`src/rtl/i2s_rx.sv`:
```
// -----------------------------------------------------------------------------
// i2s_rx
//   I2S receiver for the codec ADC path. The codec is bus master, so bclk,
//   lrclk and sdata arrive asynchronous to clk and are oversampled here.
//   MSB-first two's-complement words are deserialized, and one stereo frame
//   (left then right) is published per lrclk period through a valid/ready
//   handshake. clk must run at least 4x the bclk frequency.
//
// Ports
//   clk            system clock
//   reset          asynchronous, active-high; clears all state
//   bclk           raw I2S bit clock
//   lrclk          raw word select (0 = left, 1 = right)
//   sdata          raw serial data
//   out_left       left sample of the last published frame
//   out_right      right sample of the last published frame
//   out_valid      frame available; held until accepted
//   out_ready      consumer accepts the frame when high with out_valid
//   overrun        sticky; a frame was published over an unaccepted one
//   clear_overrun  synchronous clear of overrun (a same-cycle set wins)
// -----------------------------------------------------------------------------
module i2s_rx #(
  parameter int BITSIZE     = 16,
  parameter int SYNC_STAGES = 2
) (
  input  logic               clk,
  input  logic               reset,
  input  logic               bclk,
  input  logic               lrclk,
  input  logic               sdata,
  output logic [BITSIZE-1:0] out_left,
  output logic [BITSIZE-1:0] out_right,
  output logic               out_valid,
  input  logic               out_ready,
  output logic               overrun,
  input  logic               clear_overrun
);

  localparam int CNT_W = $clog2(BITSIZE + 1);
  localparam logic [CNT_W-1:0] LAST_BIT = CNT_W'(BITSIZE - 1);

  typedef enum logic [1:0] {
    SEEK,
    SHIFT,
    HOLD
  } state_t;

  // Synchronizers
  logic [SYNC_STAGES-1:0] bclk_sync;
  logic [SYNC_STAGES-1:0] lrclk_sync;
  logic [SYNC_STAGES-1:0] sdata_sync;
  logic                   bclk_d;

  logic bclk_s;
  logic lrclk_s;
  logic sdata_s;
  logic rise;
  logic ws_chg;

  // Capture state
  state_t              state;
  logic                ws_prev;
  logic                chan;
  logic                left_ok;
  logic [CNT_W-1:0]    bitcnt;
  logic [BITSIZE-2:0]  shreg;
  logic [BITSIZE-1:0]  word_next;
  logic [BITSIZE-1:0]  hold_l;
  logic [BITSIZE-1:0]  hold_r;
  logic                frame_pub;

  // NOTE: all sequential state uses non-blocking assignments so every flop
  // samples the pre-edge value of its neighbours, which the synchronizer
  // chains depend on.
  always_ff @(posedge clk or posedge reset) begin
    if (reset) begin
      bclk_sync  <= '0;
      lrclk_sync <= '0;
      sdata_sync <= '0;
      bclk_d     <= 1'b0;
    end else begin
      bclk_sync  <= {bclk_sync[SYNC_STAGES-2:0], bclk};
      lrclk_sync <= {lrclk_sync[SYNC_STAGES-2:0], lrclk};
      sdata_sync <= {sdata_sync[SYNC_STAGES-2:0], sdata};
      bclk_d     <= bclk_s;
    end
  end

  assign bclk_s  = bclk_sync[SYNC_STAGES-1];
  assign lrclk_s = lrclk_sync[SYNC_STAGES-1];
  assign sdata_s = sdata_sync[SYNC_STAGES-1];
  assign rise    = bclk_s & ~bclk_d;
  assign ws_chg  = lrclk_s ^ ws_prev;

  // The shift register only keeps the first BITSIZE-1 bits; the last bit is
  // appended on the fly so the complete word can be latched on its own rise.
  assign word_next = {shreg, sdata_s};

  // Word capture FSM. Advances only on synchronized bclk rising edges.
  // The rise that carries a word-select change holds the previous word's LSB,
  // so a new word always starts on the rise after ws_chg.
  // NOTE: every register here, including the shift and hold registers, is
  // cleared by reset; they are plain flops, not a memory array.
  always_ff @(posedge clk or posedge reset) begin
    if (reset) begin
      state     <= SEEK;
      ws_prev   <= 1'b0;
      chan      <= 1'b0;
      left_ok   <= 1'b0;
      bitcnt    <= '0;
      shreg     <= '0;
      hold_l    <= '0;
      hold_r    <= '0;
      frame_pub <= 1'b0;
    end else begin
      frame_pub <= 1'b0;
      if (rise) begin
        ws_prev <= lrclk_s;
        case (state)
          SEEK, HOLD: begin
            if (ws_chg) begin
              bitcnt <= '0;
              chan   <= lrclk_s;
              state  <= SHIFT;
              // A new left word invalidates any earlier left sample.
              if (!lrclk_s) left_ok <= 1'b0;
            end
          end
          SHIFT: begin
            if (ws_chg) begin
              // Word cut short: drop it and restart on the new channel.
              bitcnt  <= '0;
              chan    <= lrclk_s;
              left_ok <= 1'b0;
            end else begin
              shreg  <= word_next[BITSIZE-2:0];
              bitcnt <= bitcnt + CNT_W'(1);
              if (bitcnt == LAST_BIT) begin
                if (chan) begin
                  hold_r <= word_next;
                  if (left_ok) frame_pub <= 1'b1;
                end else begin
                  hold_l  <= word_next;
                  left_ok <= 1'b1;
                end
                state <= HOLD;
              end
            end
          end
          default: state <= SEEK;
        endcase
      end
    end
  end

  // Frame publication and consumer handshake. A publish takes priority over an
  // accept in the same cycle, so new data stays valid without flagging overrun.
  always_ff @(posedge clk or posedge reset) begin
    if (reset) begin
      out_left  <= '0;
      out_right <= '0;
      out_valid <= 1'b0;
      overrun   <= 1'b0;
    end else begin
      if (frame_pub) begin
        out_left  <= hold_l;
        out_right <= hold_r;
        out_valid <= 1'b1;
      end else if (out_ready) begin
        out_valid <= 1'b0;
      end

      if (frame_pub && out_valid && !out_ready) begin
        overrun <= 1'b1;
      end else if (clear_overrun) begin
        overrun <= 1'b0;
      end
    end
  end

endmodule

```
`config.mk`:
```
export PLATFORM = sky130hd
export DESIGN_NAME = i2s_rx
export DESIGN_NICKNAME = d
export VERILOG_FILES = /design/src/rtl/i2s_rx.sv
export SDC_FILE = /design/constraint.sdc
export NUM_CORES = 1
export LEC_CHECK = 0
export ABC_AREA = 1
export CORE_ASPECT_RATIO = 0.8
export CORE_MARGIN = 2
export CORE_UTILIZATION = 40
export DETAILED_ROUTE_END_ITERATION = 10
export SYNTH_ARGS = -nofsm -noshare
export SYNTH_HDL_FRONTEND = slang
export SYNTH_SLANG_ARGS = --single-unit
```
`constraint.sdc`:
```
create_clock -name clk -period 3.96 [get_ports clk]
set_clock_uncertainty 0.15 [all_clocks]
set_input_delay 0.594 -clock clk [delete_from_list [all_inputs] [get_ports clk]]
set_output_delay 0.594 -clock clk [all_outputs]
set_load 0.005 [all_outputs]
```
==> report_table.html, run 1 <==
<table>
<tr><th>Metric</th><th>Value</th></tr>
<tr><th colspan="2">STA</th></tr>
<tr><td>Worst hold slack across all endpoints</td><td>about 0.20 ns</td></tr>
<tr><td>Slew Limit Fails</td><td>0</td></tr>
<tr><td>Total count of hold-check failures in the final report</td><td>0</td></tr>
<tr><td>Minimum clock period after layout</td><td>2.32 ns</td></tr>
<tr><td>Setup repair after global routing missed its margin</td><td>no</td></tr>
<tr><td>Final critical-path share of the clock period</td><td>between 50 and 60%</td></tr>
<tr><td>Final-report setup violation count</td><td>0</td></tr>
<tr><td>Top achievable clock speed</td><td>about 430 MHz</td></tr>
<tr><td>Transition time at the pin with the least slew margin</td><td>about 0.96 ns</td></tr>
<tr><td>Rel. slew slack</td><td>a little over a third</td></tr>
<tr><td>Accumulated negative setup slack</td><td>0 ns</td></tr>
<tr><th colspan="2">Placed design</th></tr>
<tr><td>Routability congestion estimate from global placement</td><td>roughly 0.82</td></tr>
<tr><td>Placed wire-length estimate</td><td>~5000 um</td></tr>
<tr><td>Port buffer count</td><td>40</td></tr>
<tr><th colspan="2">Synth</th></tr>
<tr><td>Synth Cell Area</td><td>about 0.0040 mm^2</td></tr>
<tr><td>Mapped Cells</td><td>~440</td></tr>
<tr><td>Net count after synthesis</td><td>about 450</td></tr>
<tr><td>Mean cell area of the mapped netlist</td><td>roughly 9 um^2</td></tr>
<tr><td>Total of warnings raised by yosys</td><td>0</td></tr>
<tr><td>Fraction of the yosys area taken by sequential cells</td><td>between 60% and 70%</td></tr>
<tr><td>Yosys reg bits</td><td>between 90 and 100</td></tr>
<tr><td>Number of distinct library cells after synthesis</td><td>21</td></tr>
<tr><th colspan="2">Job</th></tr>
<tr><td>Maxcap violations</td><td>0</td></tr>
<tr><th colspan="2">Floorplanning</th></tr>
<tr><td>Die W</td><td>116 um</td></tr>
<tr><td>Die boundary height</td><td>93.4 um</td></tr>
<tr><td>Die outline area</td><td>~0.011 mm^2</td></tr>
<tr><td>Standard cell core area</td><td>about 0.0097 mm^2</td></tr>
<tr><td>Top Ports</td><td>a little over 40</td></tr>
<tr><td>Initial Util</td><td>41.3%</td></tr>
<tr><td>Number of core rows</td><td>32</td></tr>
<tr><th colspan="2">Critical path</th></tr>
<tr><td>Count of cells along the worst register-to-register path</td><td>9</td></tr>
<tr><td>Top fanout value on the critical path</td><td>18</td></tr>
<tr><td>Arrival time of data at the critical path endpoint</td><td>approximately 2.4 ns</td></tr>
<tr><td>Top cell family by delay on the critical path</td><td>simple AND/OR/NAND/NOR gates</td></tr>
<tr><td>Cell chain of the critical path</td><td>ha_1 &gt; nand2_1 &gt; nor2_1 &gt; ha_1 &gt; inv_1 &gt; nor2_2 &gt; nand3_4 &gt; nand2_1 &gt; nand2_1</td></tr>
<tr><td>Critical path required time</td><td>slightly above 4 ns</td></tr>
<tr><td>Worst r2r src</td><td>bitcnt[0]</td></tr>
<tr><td>R2R Path End</td><td>hold_l[7]</td></tr>
<tr><td>Startpoint type of the worst setup path</td><td>flip-flop</td></tr>
<tr><td>Worst setup slack for register-to-register paths</td><td>1.64 ns</td></tr>
<tr><td>Delay of the slowest critical-path stage</td><td>approximately 0.51 ns</td></tr>
<tr><td>Buffers plus inverters on the worst setup path</td><td>1</td></tr>
<tr><td>Type of element capturing the critical path</td><td>flip-flop</td></tr>
<tr><td>Start-to-end type of the worst setup path</td><td>reg2reg</td></tr>
<tr><td>Slowest cell on the critical path</td><td>sky130_fd_sc_hd__nor2_2</td></tr>
<tr><td>Crit path top cell by count</td><td>sky130_fd_sc_hd__nand2_1</td></tr>
<tr><th colspan="2">Cells and area</th></tr>
<tr><td>Share of post-route cells with drive strength above 1</td><td>5.03%</td></tr>
<tr><td>Area taken by flip-flops and latches</td><td>about 0.0025 mm^2</td></tr>
<tr><td>Area used by multi-input combinational logic</td><td>roughly 0.0013 mm^2</td></tr>
<tr><td>Commonest non-fill, non-tap cell in the layout</td><td>sky130_fd_sc_hd__nand2_1</td></tr>
<tr><td>Commonest cells after routing, fill and taps aside</td><td>sky130_fd_sc_hd__nand2_1, sky130_fd_sc_hd__dfrtp_1, sky130_fd_sc_hd__clkdlybuf4s50_1</td></tr>
<tr><td>Synthesis-to-layout area growth</td><td>19.1%</td></tr>
<tr><td>Antenna Diode Count</td><td>0</td></tr>
<tr><td>Filler cell count</td><td>just over 900</td></tr>
<tr><td>Count of nets after finishing</td><td>about 480</td></tr>
<tr><th colspan="2">Clock network</th></tr>
<tr><td>Number of clock sinks</td><td>99</td></tr>
<tr><td>TritonCTS clock tree</td><td>done</td></tr>
<tr><td>H-tree lvl count</td><td>3</td></tr>
<tr><td>Root Driver</td><td>sky130_fd_sc_hd__clkbuf_16</td></tr>
<tr><td>Post-CTS Setup Inserts</td><td>0</td></tr>
<tr><td>Number of buffers created by CTS</td><td>9</td></tr>
<tr><td>CTS max path bufs</td><td>2</td></tr>
<tr><td>Post-CTS Hold Fix Bufs</td><td>0</td></tr>
<tr><td>Clock-pin slew on the worst setup and hold paths</td><td>around 0.06 ns</td></tr>
<tr><td>Clock insertion delay at the later pin of the skew report</td><td>0.34 ns</td></tr>
<tr><td>Resize count post-CTS</td><td>0</td></tr>
<tr><th colspan="2">Global route</th></tr>
<tr><td>All-layer global routing usage</td><td>~15%</td></tr>
<tr><td>Maximum number of pins on one net before global-route repair</td><td>57</td></tr>
<tr><td>Antenna violations before repair</td><td>0</td></tr>
<tr><td>Total grt overflow</td><td>0</td></tr>
<tr><td>Wire length of the first global-routing pass</td><td>~13000 um</td></tr>
<tr><td>Via count of the first global-routing pass</td><td>between 2000 and 3000</td></tr>
<tr><th colspan="2">Detailed routing</th></tr>
<tr><td>1st-iter DRT viols</td><td>230</td></tr>
<tr><td>Number of antenna-violating nets in the routed design</td><td>0</td></tr>
<tr><td>Number of vias in the routed layout</td><td>between 2000 and 3000</td></tr>
<tr><td>Final routed wire length divided by cell count</td><td>between 10 and 15 um</td></tr>
<tr><td>Final wirelength</td><td>~7600 um</td></tr>
<tr><td>Via density per instance</td><td>4.74</td></tr>
<tr><td># DRC</td><td>0</td></tr>
<tr><td>Drt pass-1 iters</td><td>4</td></tr>
<tr><th colspan="2">Worst hold path</th></tr>
<tr><td>Worst hold stages</td><td>0</td></tr>
<tr><td>Path category of the worst min-delay check</td><td>reg2reg</td></tr>
<tr><td>Hold Crit Start</td><td>sdata_sync[0]</td></tr>
<tr><td>Worst hold endpoint</td><td>sdata_sync[1]</td></tr>
<tr><th colspan="2">Power</th></tr>
<tr><td>Power per Cell Area</td><td>between 400 and 500 mW/mm^2</td></tr>
<tr><td>Peak VDD IR</td><td>387 uV</td></tr>
<tr><td>P_leak</td><td>~2.5 nW</td></tr>
<tr><th colspan="2">Outcome</th></tr>
<tr><td>Result of the run</td><td>finished clean</td></tr>
</table>
power breakdown:
part / switching [W] / internal, W / leakage (nW) / total, W
combinational: 0.000171 / 0.0000620 / 1.02 / 0.000233
sequential: 0.0000585 / 0.00106 / 1.36 / 0.00112
clock: 0.000345 / 0.000439 / 0.126 / 0.000784
cells in the mapped netlist, drive strengths merged:
master    n  area [um^2]
buf      10         55.1
clkbuf   12         45.0
clkinv    2         7.51
dfrtp    99         2480
ha        3         37.5
inv      19         71.3
nand2   221          832
nand3    24          145
nand4    33          206
nor2      7         52.6
o21ai    10         50.1
o32ai     1         8.76
xor2      1         8.76
sequential cells by signal (all words and copies together), names as in the netlist, 2 cells and up:
signal and flops:
bitcnt 5, sdata_sync 2, out_right 16, bclk_sync 2, lrclk_sync 2, state 2, hold_r 16, shreg 15
hold_l 16, out_left 16
stage by stage:
step / total power (W) / worst slack, ns / instance area (um^2) / util [%] / cells
2_1_floorplan: 0.00132 / 0.626 / 4000 / - / 442
3_3_place_gp: 0.00137 / 1.72 / 4500 / 46.4 / 598
3_5_place_dp: 0.00137 / 1.67 / 4500 / 46.4 / 598
4_1_cts: 0.00217 / 1.66 / 4760 / 49.1 / 613
5_1_grt: 0.00224 / 1.40 / 4760 / 49.1 / 613
6_report: 0.00214 / 1.64 / 4760 / 49.1 / 613
area by class of cell:
cell class | count | share of cell area [%]
Timing Repair Buffer | 42 | 8.99
Clock inverter | 2 | 0.263
Clock buffer | 13 | 5.26
Inverter | 21 | 1.68
Multi-Input combinational cell | 300 | 28.2
Tap cell | 136 | 3.58
Sequential cell | 99 | 52.1
worst max path at each step:
stage                     startpoint        end  slack [ns]  cells after the start
after CTS                  bitcnt[0]  hold_l[6]        1.66                      9
after global routing       bitcnt[0]  hold_l[7]        1.40                      9
final                      bitcnt[0]  hold_l[7]        1.64                      9
after detailed placement   bitcnt[0]  hold_l[7]        1.67                      9
after floorplan                reset     bclk_d        0.63                      1
after global placement     bitcnt[0]  hold_l[9]        1.72                      9
cells by family after synthesis:
| family | Yosys count | synth area share, % |
|---|---|---|
| XOR/XNOR | 1 | 0.219 |
| adder cells (fa/ha/maj) | 3 | 0.939 |
| buffers and inverters | 43 | 4.48 |
| AND/OR/NAND/NOR | 285 | 30.9 |
| flip-flops | 99 | 62.0 |
| AO/OA/AOI/OAI | 11 | 1.47 |
layer usage:
layer  vias to the layer above  track usage [%]  part of all wire (%)
met4                         0             4.17                   1.3
met5                         -                0                     0
met1                      1373             20.9                    48
li1                       1482                -                     -
met3                         9             4.41                   4.1
met2                        41             24.4                    46
Power figures use the tool's default switching activity.
==> run 2, diff against run 1 <==
==> constraint.sdc (replaced) <==
create_clock -name clk -period 2.4 [get_ports clk]
set_clock_uncertainty 0.15 [all_clocks]
set_input_delay 0.36 -clock clk [delete_from_list [all_inputs] [get_ports clk]]
set_output_delay 0.36 -clock clk [all_outputs]
set_load 0.005 [all_outputs]
==> report_table.html, run 2 (same netlist as run 1, synthesis figures left out) <==
<table>
<tr><th>Metric</th><th>Value</th></tr>
<tr><th colspan="2">Clock network</th></tr>
<tr><td>Post-CTS Setup Inserts</td><td>0 (unchanged)</td></tr>
<tr><td>Post-CTS Hold Fix Bufs</td><td>0 (unchanged)</td></tr>
<tr><td>Root Driver</td><td>sky130_fd_sc_hd__clkbuf_16 (unchanged)</td></tr>
<tr><td>Number of clock sinks</td><td>99 (unchanged)</td></tr>
<tr><td>CTS max path bufs</td><td>2 (unchanged)</td></tr>
<tr><td>H-tree lvl count</td><td>3 (unchanged)</td></tr>
<tr><td>Clock-pin slew on the worst setup and hold paths</td><td>0.06 ns (about the same)</td></tr>
<tr><td>TritonCTS clock tree</td><td>done (unchanged)</td></tr>
<tr><td>Clock insertion delay at the later pin of the skew report</td><td>0.34 ns (about the same)</td></tr>
<tr><td>Number of buffers created by CTS</td><td>9 (unchanged)</td></tr>
<tr><td>Resize count post-CTS</td><td>0 (unchanged)</td></tr>
<tr><th colspan="2">Cells and area</th></tr>
<tr><td>Count of nets after finishing</td><td>492 (was 483)</td></tr>
<tr><td>Filler cell count</td><td>944 (was 930)</td></tr>
<tr><td>Commonest cells after routing, fill and taps aside</td><td>sky130_fd_sc_hd__nand2_1, sky130_fd_sc_hd__dfrtp_1, sky130_fd_sc_hd__clkdlybuf4s50_1 (unchanged)</td></tr>
<tr><td>Synthesis-to-layout area growth</td><td>23.7% (was 19.1%)</td></tr>
<tr><td>Share of post-route cells with drive strength above 1</td><td>7.39% (was 5.03%)</td></tr>
<tr><td>Antenna Diode Count</td><td>0 (unchanged)</td></tr>
<tr><td>Commonest non-fill, non-tap cell in the layout</td><td>sky130_fd_sc_hd__nand2_1 (unchanged)</td></tr>
<tr><th colspan="2">Floorplanning</th></tr>
<tr><td>Initial Util</td><td>41.3% (unchanged)</td></tr>
<tr><td>Top Ports</td><td>41 (unchanged)</td></tr>
<tr><td>Number of core rows</td><td>32 (unchanged)</td></tr>
<tr><td>Standard cell core area</td><td>0.00969 mm^2 (unchanged)</td></tr>
<tr><td>Die outline area</td><td>0.0108 mm^2 (unchanged)</td></tr>
<tr><td>Die boundary height</td><td>93.4 um (unchanged)</td></tr>
<tr><td>Die W</td><td>116 um (unchanged)</td></tr>
<tr><th colspan="2">Critical path</th></tr>
<tr><td>Cell chain of the critical path</td><td>ha_1 &gt; nand2_1 &gt; nor2_1 &gt; ha_1 &gt; inv_1 &gt; nor2_2 &gt; nand3_4 &gt; nand2_1 &gt; nand2_1 (unchanged)</td></tr>
<tr><td>Start-to-end type of the worst setup path</td><td>reg2reg (unchanged)</td></tr>
<tr><td>Slowest cell on the critical path</td><td>sky130_fd_sc_hd__dfrtp_1 (was sky130_fd_sc_hd__nor2_2)</td></tr>
<tr><td>Top fanout value on the critical path</td><td>16 (was 18)</td></tr>
<tr><td>Startpoint type of the worst setup path</td><td>flip-flop (unchanged)</td></tr>
<tr><td>Arrival time of data at the critical path endpoint</td><td>2.05 ns (was 2.39 ns)</td></tr>
<tr><td>Critical path required time</td><td>2.48 ns (was 4.04 ns)</td></tr>
<tr><td>Launch point of the worst path</td><td>bitcnt[0] (unchanged)</td></tr>
<tr><td>Delay of the slowest critical-path stage</td><td>0.40 ns (was 0.51 ns)</td></tr>
<tr><td>Worst r2r src</td><td>bitcnt[0] (unchanged)</td></tr>
<tr><td>Type of element capturing the critical path</td><td>flip-flop (unchanged)</td></tr>
<tr><td>Crit path top cell by count</td><td>sky130_fd_sc_hd__nand2_1 (unchanged)</td></tr>
<tr><th colspan="2">STA</th></tr>
<tr><td>Minimum clock period after layout</td><td>1.96 ns (was 2.32 ns)</td></tr>
<tr><td>Rel. slew slack</td><td>66.3% (was 35.9%)</td></tr>
<tr><td>Setup repair after global routing missed its margin</td><td>no (unchanged)</td></tr>
<tr><td>Final-report setup violation count</td><td>0 (unchanged)</td></tr>
<tr><td>Accumulated negative setup slack</td><td>0 ns (unchanged)</td></tr>
<tr><td>Top achievable clock speed</td><td>509 MHz (was 432 MHz)</td></tr>
<tr><td>Final critical-path share of the clock period</td><td>81.9% (was 58.5%)</td></tr>
<tr><td>Slew Limit Fails</td><td>0 (unchanged)</td></tr>
<tr><td>Worst hold slack across all endpoints</td><td>0.197 ns (was 0.201 ns)</td></tr>
<tr><td>Transition time at the pin with the least slew margin</td><td>0.505 ns (was 0.962 ns)</td></tr>
<tr><td>Total count of hold-check failures in the final report</td><td>0 (unchanged)</td></tr>
<tr><th colspan="2">Global route</th></tr>
<tr><td>Wire length of the first global-routing pass</td><td>13600 um (was 13000 um)</td></tr>
<tr><td>Total grt overflow</td><td>0 (unchanged)</td></tr>
<tr><td>All-layer global routing usage</td><td>16.2% (was 15.4%)</td></tr>
<tr><td>Antenna violations before repair</td><td>0 (unchanged)</td></tr>
<tr><td>Maximum number of pins on one net before global-route repair</td><td>63 (was 57)</td></tr>
<tr><td>Via count of the first global-routing pass</td><td>2857 (was 2716)</td></tr>
<tr><th colspan="2">Power</th></tr>
<tr><td>Power per Cell Area</td><td>808 mW/mm^2 (was 449 mW/mm^2)</td></tr>
<tr><td>P_leak</td><td>2.60 nW (was 2.50 nW)</td></tr>
<tr><td>Peak VDD IR</td><td>721 uV (was 387 uV)</td></tr>
<tr><th colspan="2">Detailed routing</th></tr>
<tr><td>Final wirelength</td><td>7830 um (was 7590 um)</td></tr>
<tr><td>Final routed wire length divided by cell count</td><td>12.6 um (was 12.4 um)</td></tr>
<tr><td>1st-iter DRT viols</td><td>170 (was 230)</td></tr>
<tr><td>Number of antenna-violating nets in the routed design</td><td>0 (unchanged)</td></tr>
<tr><td># DRC</td><td>0 (unchanged)</td></tr>
<tr><td>Drt pass-1 iters</td><td>4 (unchanged)</td></tr>
<tr><td>Via density per instance</td><td>4.76 (was 4.74)</td></tr>
<tr><td>Number of vias in the routed layout</td><td>2967 (was 2905)</td></tr>
<tr><th colspan="2">Job</th></tr>
<tr><td>Maxcap violations</td><td>0 (unchanged)</td></tr>
<tr><th colspan="2">Placed design</th></tr>
<tr><td>Port buffer count</td><td>40 (unchanged)</td></tr>
<tr><td>Placed wire-length estimate</td><td>5340 um (was 5010 um)</td></tr>
<tr><td>Routability congestion estimate from global placement</td><td>0.842 (was 0.824)</td></tr>
<tr><th colspan="2">Outcome</th></tr>
<tr><td>Result of the run</td><td>finished clean (unchanged)</td></tr>
<tr><th colspan="2">Worst hold path</th></tr>
<tr><td>Hold Crit Start</td><td>lrclk_sync[0] (was sdata_sync[0])</td></tr>
<tr><td>Path category of the worst min-delay check</td><td>reg2reg (unchanged)</td></tr>
</table>
[run 2: layer usage]
| metal | track usage (%) | wire [um] | vias up | share of wire (%) |
|---|---|---|---|---|
| met5 | 0 | 0 | - | 0 |
| met4 | 6.94 | 76 | 0 | 0.97 |
| met3 | 3.89 | 361 | 6 | 4.6 |
| met2 | 24.0 | 3660 | 63 | 47 |
| met1 | 22.7 | 3740 | 1405 | 48 |
| li1 | - | - | 1493 | - |
[run 2: report_power, final]
part	leakage, nW	switching [W]	internal [W]
clock	0.177	0.000610	0.00113
combinational	1.07	0.000289	0.000124
sequential	1.36	0.0000965	0.00175
total	2.60	0.000996	0.00300
[run 2: area by class of cell]
| type | instances | area [um^2] | share of cell area [%] |
|---|---|---|---|
| inverters | 21 | 82.6 | 1.67 |
| clock inverters | 6 | 138 | 2.78 |
| multi-input cells | 300 | 1340 | 27.1 |
| well taps | 136 | 170 | 3.44 |
| flip-flops and latches | 99 | 2480 | 50.1 |
| repair buffers | 51 | 508 | 10.3 |
| clock buffers | 10 | 229 | 4.63 |
[run 2: per-stage QoR]
stage	power [W]	instance area [um^2]	instances	utilization (%)	setup WS, ns
6_report	0.00400	4950	623	51.0	0.435
2_1_floorplan	0.00218	4000	442	-	0.491
5_1_grt	0.00418	4950	623	51.0	0.249
4_1_cts	0.00404	4950	623	51.0	0.419
3_5_place_dp	0.00229	4580	607	47.3	0.440
3_3_place_gp	0.00228	4580	607	47.3	0.508
[run 2: worst max-delay path: cells and delay by family (launching register included)]
family	cells	cell delay (ns)
flip-flops	1	0.40
buffers and inverters	1	0.05
AND/OR/NAND/NOR	6	0.85
adder cells (fa/ha/maj)	2	0.40
[run 2: worst paths after layout]
check,to,slack [ns],cells after the start
worst max-delay path,hold_l[0],0.44,9
worst min-delay path,lrclk_sync[1],0.20,0
worst max register to register,hold_l[0],0.44,9
worst min register to register,lrclk_sync[1],0.20,0
max in group asynchronous,out_left[5],1.49,3
min in group asynchronous,out_right[1],0.28,3
==> run 3, diff against run 2 <==
==> constraint.sdc (replaced) <==
create_clock -name clk -period 2 [get_ports clk]
set_clock_uncertainty 0.15 [all_clocks]
set_input_delay 0.3 -clock clk [delete_from_list [all_inputs] [get_ports clk]]
set_output_delay 0.3 -clock clk [all_outputs]
set_load 0.005 [all_outputs]
==> report_table.html, run 3 (same netlist as run 1, synthesis figures left out) <==
<table>
<tr><th>Metric</th><th>Value</th></tr>
<tr><th colspan="2">Global route</th></tr>
<tr><td>Maximum number of pins on one net before global-route repair</td><td>100 (was 63)</td></tr>
<tr><td>Via count of the first global-routing pass</td><td>2908 (was 2857)</td></tr>
<tr><td>Wire length of the first global-routing pass</td><td>13500 um (was 13600 um)</td></tr>
<tr><td>All-layer global routing usage</td><td>16.1% (was 16.2%)</td></tr>
<tr><td>Antenna violations before repair</td><td>0 (unchanged)</td></tr>
<tr><td>Total grt overflow</td><td>0 (unchanged)</td></tr>
<tr><th colspan="2">Clock network</th></tr>
<tr><td>Clock insertion delay at the later pin of the skew report</td><td>0.34 ns (about the same)</td></tr>
<tr><td>CTS max path bufs</td><td>2 (unchanged)</td></tr>
<tr><td>Post-CTS Hold Fix Bufs</td><td>0 (unchanged)</td></tr>
<tr><td>Number of buffers created by CTS</td><td>9 (unchanged)</td></tr>
<tr><td>Clock-pin slew on the worst setup and hold paths</td><td>0.07 ns (was 0.06 ns)</td></tr>
<tr><td>Root Driver</td><td>sky130_fd_sc_hd__clkbuf_16 (unchanged)</td></tr>
<tr><td>H-tree lvl count</td><td>3 (unchanged)</td></tr>
<tr><td>TritonCTS clock tree</td><td>done (unchanged)</td></tr>
<tr><td>Number of clock sinks</td><td>99 (unchanged)</td></tr>
<tr><th colspan="2">Power</th></tr>
<tr><td>P_leak</td><td>2.58 nW (was 2.60 nW)</td></tr>
<tr><td>Power per Cell Area</td><td>898 mW/mm^2 (was 808 mW/mm^2)</td></tr>
<tr><td>Peak VDD IR</td><td>1010 uV (was 721 uV)</td></tr>
<tr><td>Total chip power</td><td>0.00444 W (was 0.00400 W)</td></tr>
<tr><th colspan="2">Critical path</th></tr>
<tr><td>Buffers plus inverters on the worst setup path</td><td>2 (was 1)</td></tr>
<tr><td>R2R Path End</td><td>hold_l[14] (was hold_l[0])</td></tr>
<tr><td>Cell chain of the critical path</td><td>ha_2 &gt; nand2_2 &gt; nor2_4 &gt; ha_2 &gt; inv_2 &gt; nor2_4 &gt; buf_12 &gt; nand3_4 &gt; nand2_1 &gt; nand2_1 (was ha_1 &gt; nand2_1 &gt; nor2_1 &gt; ha_1 &gt; inv_1 &gt; nor2_2 &gt; nand3_4 &gt; nand2_1 &gt; nand2_1)</td></tr>
<tr><td>Top cell family by delay on the critical path</td><td>simple AND/OR/NAND/NOR gates (unchanged)</td></tr>
<tr><td>Startpoint type of the worst setup path</td><td>flip-flop (unchanged)</td></tr>
<tr><td>Worst r2r src</td><td>bitcnt[1] (was bitcnt[0])</td></tr>
<tr><td>Start-to-end type of the worst setup path</td><td>reg2reg (unchanged)</td></tr>
<tr><td>Type of element capturing the critical path</td><td>flip-flop (unchanged)</td></tr>
<tr><td>Critical path required time</td><td>2.09 ns (was 2.48 ns)</td></tr>
<tr><td>Slowest cell on the critical path</td><td>sky130_fd_sc_hd__dfrtp_1 (unchanged)</td></tr>
<tr><td>Worst setup slack for register-to-register paths</td><td>0.10 ns (was 0.44 ns)</td></tr>
<tr><td>Top fanout value on the critical path</td><td>8 (was 16)</td></tr>
<tr><td>Delay of the slowest critical-path stage</td><td>0.37 ns (was 0.40 ns)</td></tr>
<tr><td>Arrival time of data at the critical path endpoint</td><td>1.98 ns (was 2.05 ns)</td></tr>
<tr><td>Count of cells along the worst register-to-register path</td><td>10 (was 9)</td></tr>
<tr><th colspan="2">Worst hold path</th></tr>
<tr><td>Worst hold endpoint</td><td>bclk_sync[1] (was lrclk_sync[1])</td></tr>
<tr><td>Worst hold stages</td><td>0 (unchanged)</td></tr>
<tr><td>Hold Crit Start</td><td>bclk_sync[0] (was lrclk_sync[0])</td></tr>
<tr><td>Path category of the worst min-delay check</td><td>reg2reg (unchanged)</td></tr>
<tr><th colspan="2">STA</th></tr>
<tr><td>Final-report setup violation count</td><td>0 (unchanged)</td></tr>
<tr><td>Slew Limit Fails</td><td>0 (unchanged)</td></tr>
<tr><td>Final critical-path share of the clock period</td><td>94.8% (was 81.9%)</td></tr>
<tr><td>Minimum clock period after layout</td><td>1.90 ns (was 1.96 ns)</td></tr>
<tr><td>Top achievable clock speed</td><td>527 MHz (was 509 MHz)</td></tr>
<tr><td>Rel. slew slack</td><td>65.1% (was 66.3%)</td></tr>
<tr><td>Total count of hold-check failures in the final report</td><td>0 (unchanged)</td></tr>
<tr><td>Transition time at the pin with the least slew margin</td><td>0.524 ns (was 0.505 ns)</td></tr>
<tr><th colspan="2">Floorplanning</th></tr>
<tr><td>Die boundary height</td><td>93.4 um (unchanged)</td></tr>
<tr><td>Initial Util</td><td>41.3% (unchanged)</td></tr>
<tr><td>Die outline area</td><td>0.0108 mm^2 (unchanged)</td></tr>
<tr><td>Number of core rows</td><td>32 (unchanged)</td></tr>
<tr><td>Die W</td><td>116 um (unchanged)</td></tr>
<tr><td>Top Ports</td><td>41 (unchanged)</td></tr>
<tr><td>Standard cell core area</td><td>0.00969 mm^2 (unchanged)</td></tr>
<tr><th colspan="2">Detailed routing</th></tr>
<tr><td>Number of vias in the routed layout</td><td>3021 (was 2967)</td></tr>
<tr><td>Final routed wire length divided by cell count</td><td>12.9 um (was 12.6 um)</td></tr>
<tr><td>Via density per instance</td><td>4.83 (was 4.76)</td></tr>
<tr><td>Drt pass-1 iters</td><td>5 (was 4)</td></tr>
<tr><td>Number of antenna-violating nets in the routed design</td><td>0 (unchanged)</td></tr>
<tr><td># DRC</td><td>0 (unchanged)</td></tr>
<tr><td>Final wirelength</td><td>8080 um (was 7830 um)</td></tr>
<tr><td>1st-iter DRT viols</td><td>154 (was 170)</td></tr>
<tr><th colspan="2">Placed design</th></tr>
<tr><td>Port buffer count</td><td>40 (unchanged)</td></tr>
<tr><td>Routability congestion estimate from global placement</td><td>0.760 (was 0.842)</td></tr>
<tr><td>Placed wire-length estimate</td><td>5180 um (was 5340 um)</td></tr>
<tr><td>Cells after DPL</td><td>606 (was 607)</td></tr>
<tr><th colspan="2">Outcome</th></tr>
<tr><td>Result of the run</td><td>finished clean (unchanged)</td></tr>
<tr><th colspan="2">Cells and area</th></tr>
<tr><td>Synthesis-to-layout area growth</td><td>23.8% (was 23.7%)</td></tr>
<tr><td>Antenna Diode Count</td><td>0 (unchanged)</td></tr>
<tr><td>Post-Layout Cell Count</td><td>626 (was 623)</td></tr>
<tr><td>Share of post-route cells with drive strength above 1</td><td>9.39% (was 7.39%)</td></tr>
<tr><td>Commonest cells after routing, fill and taps aside</td><td>sky130_fd_sc_hd__nand2_1, sky130_fd_sc_hd__dfrtp_1, sky130_fd_sc_hd__clkdlybuf4s50_1 (unchanged)</td></tr>
<tr><td>Count of nets after finishing</td><td>497 (was 492)</td></tr>
<tr><td>Commonest non-fill, non-tap cell in the layout</td><td>sky130_fd_sc_hd__nand2_1 (unchanged)</td></tr>
<tr><th colspan="2">Job</th></tr>
<tr><td>Maxcap violations</td><td>0 (unchanged)</td></tr>
</table>
-- run 3: cell count changes in the layout (fill, tap and decap cells not counted), sizes merged --
cell	previous run	this run
clkbuf	10	9
clkinvlp	1	3
nand3	24	26
buf	11	14
bufinv	4	1
-- run 3: through the flow --
step	TNS, ns	worst slack (ns)	util (%)	hold slack, ns	instance area (um^2)
after floorplan	0	0.0911	-	0.181	4000
after global placement	0	0.0709	47.2	0.183	4570
after detailed placement	0	0.0313	47.2	0.185	4570
after CTS	0	0.0676	50.1	0.199	4860
after global routing	-0.0495	-0.0236	51.1	0.206	4950
final	0	0.103	51.1	0.199	4950
-- run 3: how the worst max path moves through the flow --
stage,startpoint,depth (start not counted),endpoint,slack [ns]
global placement,bitcnt[1],9,hold_l[1],0.07
detailed placement,bitcnt[1],9,hold_l[9],0.03
global route,bitcnt[1],10,hold_l[14],-0.02
floorplan,bitcnt[0],9,hold_l[0],0.09
CTS,bitcnt[1],9,hold_l[6],0.07
finish,bitcnt[1],10,hold_l[14],0.10
-- run 3: where the power goes --
| group | leakage [nW] | switching, W | internal (W) | total [W] |
|---|---|---|---|---|
| Sequential | 1.36 | 0.000109 | 0.00210 | 0.00221 |
| Clock | 0.137 | 0.000716 | 0.000953 | 0.00167 |
| Combinational | 1.08 | 0.000387 | 0.000176 | 0.000564 |
-- run 3: worst register-to-register path, cell delays in order (launching register included) --
cell and delay [ns]:
sky130_fd_sc_hd__dfrtp_1 0.37, sky130_fd_sc_hd__ha_2 0.20, sky130_fd_sc_hd__nand2_2 0.07, sky130_fd_sc_hd__nor2_4 0.12
sky130_fd_sc_hd__ha_2 0.19, sky130_fd_sc_hd__inv_2 0.04, sky130_fd_sc_hd__nor2_4 0.22, sky130_fd_sc_hd__buf_12 0.14
sky130_fd_sc_hd__nand3_4 0.12, sky130_fd_sc_hd__nand2_1 0.11, sky130_fd_sc_hd__nand2_1 0.05
-- run 3: metal layers --
metal,wire length (um),vias up,GRT usage (%)
met5,0,-,0
met4,155,0,5.95
met3,314,13,4.15
met2,3750,64,25.1
met1,3870,1443,21.7
li1,-,1501,-
-- run 3: final cells by class --
cell class / count / area (um^2)
inverter: 21 / 86.3
fill: 909 / 4740
clock buffer: 9 / 225
clock inverter: 5 / 56.3
tap: 136 / 170
multi-input combinational: 302 / 1390
timing repair buffer: 54 / 543
sequential: 99 / 2480
-- run 3: timing repair --
| action | CTS | global route |
|---|---|---|
| setup buffers | 0 | 4 |
| pin swaps | 0 | 6 |
| endpoints found under the setup margin | 2 | 33 |
| gates cloned | 0 | 2 |
| resized for setup | 1 | 8 |
==> patch 1, RTL diff (settings of run 3) <==
The parameter `BITSIZE` goes from 16 to 32.
--- a/src/rtl/i2s_rx.sv
+++ b/src/rtl/i2s_rx.sv
@@ -21,5 +21,5 @@
 // -----------------------------------------------------------------------------
 module i2s_rx #(
-  parameter int BITSIZE     = 16,
+  parameter int BITSIZE     = 32,
   parameter int SYNC_STAGES = 2
 ) (
Ports: changed (resized out_left and out_right); port bits go from 41 to 73. No check against the original RTL was run, so the function may have changed too.
==> patch 1 against run 3 <==
Design area increased by 77%; total power increased by 75%; sequential cell count increased by 81; worst hold slack got worse by 0.082 ns; largest cell class unchanged; setup slack improved by 0.099 ns; synthesized area increased by 76%; routed wire length increased by 77%.
==> patch 1: results <==
group,metric,value,unit
outcome,outcome,"complete, no violations",
critical_path,max_stage_delay,0.40,ns
sta,relSlewSlack,0.554,
global_routing,grt_max_degree,65,
global_routing,first_global_vias,4923,
clock_tree,hold_buffers,0,
global_routing,grt_pass1_wl,25000,µm
route,first_pass_iters,5,
route,drt_iter0_markers,313,
synth,synth_cell_types,24,
clock_tree,path_clk_slew,0.06,ns
final_layout,diodes,0,
min_path,min_path_type,"in2async",
final_layout,drive_above_1_share,0.0953,
placement,dp_hpwl,9090,µm
clock_tree,clock_latency,0.42,ns
pwr,peakVddDrop,0.596,mV
synth,synth_nets,780,
clock_tree,cts_buffers,17,
route,drt_wl_total,14300,µm
clock_tree,htreeDepth,4,
final_layout,final_nets,855,
clock_tree,clockBufferDepth,2,
critical_path,crit_family,"simple AND/OR/NAND/NOR gates",
synth,yosysWarnings,0,
synth,synthTopCellsByArea,"dfrtp_1, nand2_1, nand3_1",
synth,syn_avg_cell_area,9.13,µm²
synth,ys_top_cells_by_count,"nand2_1, dfrtp_1, nand3_1, o21ai_0, inv_1",
pwr,p_leak,0.00452,µW
critical_path,critPathMaxFanout,12,
global_routing,grt_antenna_before_repair,0,
global_routing,grt_usage,0.168,
placement,portBuffers,72,
final_layout,final-instance-count-excl-fill,1085,
synth,async_flop_share,1.00,
final_layout,nFillCells,1636,
placement,preCtsSetupSlack,0.119,ns
synth,synth-seq-area-share,0.639,
placement,gp_congestion,0.788,
route,vias,5021,
==> patch 1: cells by family (layout without fill, tap and decap cells) <==
kind of cell | count (synthesis) | count (layout) | synth area share
AOI/OAI and AO/OA | 41 | 41 | 0.0296
xor gates and xnor gates | 1 | 1 | 0.00124
adders and majority gates | 1 | 1 | 0.00177
buffers and inverters | 76 | 164 | 0.0502
DFF | 180 | 180 | 0.639
and+or+nand+nor | 473 | 473 | 0.278
==> patch 1: repair_timing <==
action | 4_1_cts | 5_1_grt
gates resized for setup | 0 | 5
buffers inserted | 0 | 1
endpoints found under the setup margin | 0 | 33
==> patch 1: power breakdown <==
group	switching, µW	internal, µW
clock network	1340	1950
logic	379	194
registers	147	3770
==> patch 1: layer usage <==
layer,GRT usage,up-vias,share of wire,routed length (µm)
li1,-,2553,-,-
met3,0.0473,9,0.035,508
met4,0.0434,0,0.0066,94
met2,0.239,83,0.43,6090
met1,0.253,2376,0.53,7630
met5,0,-,0,0
==> patch 1: layout make-up <==
class / instances / area [µm²] / area share
sequential: 180 / 4510 / 0.515
multi-input combinational: 516 / 2200 / 0.251
timing repair buffer: 95 / 1010 / 0.116
clock buffer: 26 / 529 / 0.0605
tap: 225 / 282 / 0.0322
inverter: 37 / 148 / 0.0169
clock inverter: 6 / 66.3 / 0.00759
==> patch 1: worst paths after layout <==
kind	start	endpoint	slack (ns)	cells past startpoint
max	bitcnt[1]	hold_r[30]	0.20	9
min	reset	hold_r[31]	0.12	2
max reg2reg	bitcnt[1]	hold_r[30]	0.20	9
min reg2reg	sdata_sync[0]	sdata_sync[1]	0.20	0
max in group asynchronous	reset	out_right[21]	1.02	3
min in group clk	lrclk	lrclk_sync[0]	0.16	1
==> patch 1: metrics by stage <==
step	util	area (µm²)
3_5_place_dp	0.469	8130
2_1_floorplan	-	7050
4_1_cts	0.503	8720
3_3_place_gp	0.469	8130
6_report	0.505	8740
5_1_grt	0.505	8740
==> patch 2, RTL diff (config.mk and constraints of run 3) <==
Without the edit above. The 3 states of `state_t` get a one-hot encoding in 3 bits.
--- a/src/rtl/i2s_rx.sv
+++ b/src/rtl/i2s_rx.sv
@@ -40,8 +40,8 @@
   localparam logic [CNT_W-1:0] LAST_BIT = CNT_W'(BITSIZE - 1);
 
-  typedef enum logic [1:0] {
-    SEEK,
-    SHIFT,
-    HOLD
+  typedef enum logic [2:0] {
+    SEEK  = 3'b001,
+    SHIFT = 3'b010,
+    HOLD  = 3'b100
   } state_t;
 
Behaviour: same outputs for any inputs over 10 cycles, from zero or initial values and one cycle with reset high; not proved beyond that.
==> patch 2 against run 3 <==
Setup slack better by 0.10 ns; cell count down 4.6%; via count shrank 10%; critical path depth fell by 2; sequential cell count grew 1; utilization down 0.26 points; routed wire length is 5.5% lower; maximum frequency is 5.6% higher; total power up 1.2%; die area up 2.1%; design area increased by 0.30%; synthesized area rose by 2.2%; synthesized cell count down 7.0%.
==> patch 2: results <==
group,metric,value,unit
pwr,p_leak,0.00240,µW
synth,ys_top_cells_by_count,"nand2_1, dfrtp_1, inv_1, o21ai_2, o21ai_0",
sta,holdWs,0.105,ns
synth,async_flop_share,1.00,
synth,yosysWarnings,0,
route,first_pass_iters,4,
final_layout,nFillCells,921,
placement,preCtsSetupSlack,0.153,ns
clock_tree,cts_buffers,9,
sta,timing.final.ws_setup,0.204,ns
pwr,peakVddDrop,0.443,mV
critical_path,crit_path_start,"bitcnt[0]",
pwr,swShare,0.272,
synth,synth_top_flop_cell,"dfrtp_1",
critical_path,critPathArrivalTime,1.87,ns
route,vias,2710,
critical_path,worstRegToRegCells,8,
clock_tree,clockBufferDepth,2,
synth,synthTopCellsByArea,"dfrtp_1, nand2_1, o21ai_2",
global_routing,grt_max_degree,60,
critical_path,critical_path.endpoint,"hold_l[12]",
min_path,min_path_type,"in2async",
route,drt_iter0_markers,142,
global_routing,grt_pass1_wl,13200,µm
placement,portBuffers,40,
synth,synth_nets,421,
clock_tree,cts_setup_buffers,0,
clock_tree,path_clk_slew,0.07,ns
critical_path,critPathMaxFanout,20,
placement,gp_congestion,0.740,
global_routing,grt_usage,0.155,
placement,dp_hpwl,5210,µm
final_layout,drive_above_1_share,0.161,
clock_tree,post_cts_resize_count,0,
clock_tree,htreeDepth,3,
global_routing,grt_antenna_before_repair,0,
outcome,outcome,"complete, no violations",
final_layout,final_nets,466,
sta,relSlewSlack,0.774,
synth,synth-seq-area-share,0.613,
global_routing,first_global_vias,2646,
route,wl_per_cell,12.8,µm
clock_tree,root_buffer,"clkbuf_16",
clock_tree,clock_latency,0.34,ns
synth,synth_cell_types,31,
final_layout,diodes,0,
patch 2: power by group through the flow:
| stage | registers, µW | clock network (µW) | logic (µW) |
|---|---|---|---|
| finish | 2220 | 1750 | 523 |
| global route | 2240 | 1870 | 602 |
| CTS | 2220 | 1790 | 529 |
| detailed placement | 2260 | 0 | 528 |
| global placement | 2260 | 0 | 512 |
| floorplan | 2240 | 0 | 416 |
patch 2: layout make-up:
type,instances,area share
flip-flops and latches,100,0.505
multi-input cells,258,0.268
repair buffers,50,0.103
clock buffers,9,0.0454
well taps,136,0.0343
inverters,37,0.0292
clock inverters,7,0.0151
patch 2: cells by family (layout without fill, tap and decap cells):
| logic type | after synthesis | after routing | synth area share |
|---|---|---|---|
| simple gates | 195 | 195 | 0.209 |
| flops | 100 | 100 | 0.613 |
| compound gates | 59 | 59 | 0.104 |
| buf+inv | 53 | 103 | 0.0625 |
| fa+ha+maj | 3 | 3 | 0.00919 |
| xor+xnor | 1 | 1 | 0.00214 |
patch 2: stage by stage:
stage	util	power [µW]	instances	instance area, µm²
after global routing	0.508	4710	597	4960
after floorplan	-	2660	411	4090
after global placement	0.477	2770	581	4660
final	0.508	4490	597	4960
after CTS	0.507	4550	597	4960
after detailed placement	0.477	2790	581	4660
patch 2: layer usage:
metal	share of wire	up-vias	track usage
met3	0.034	8	0.0308
li1	-	1384	-
met1	0.53	1272	0.241
met2	0.43	46	0.222
met5	0	-	0
met4	0.0088	0	0.0382
patch 2: critical path, cell delays in order, from the launching register on:
cell	delay, ns
dfrtp_1	0.39
ha_1	0.19
nand2_1	0.08
nor2_2	0.14
ha_2	0.25
nand4_4	0.11
buf_4	0.23
nand2_1	0.10
o21ai_2	0.05
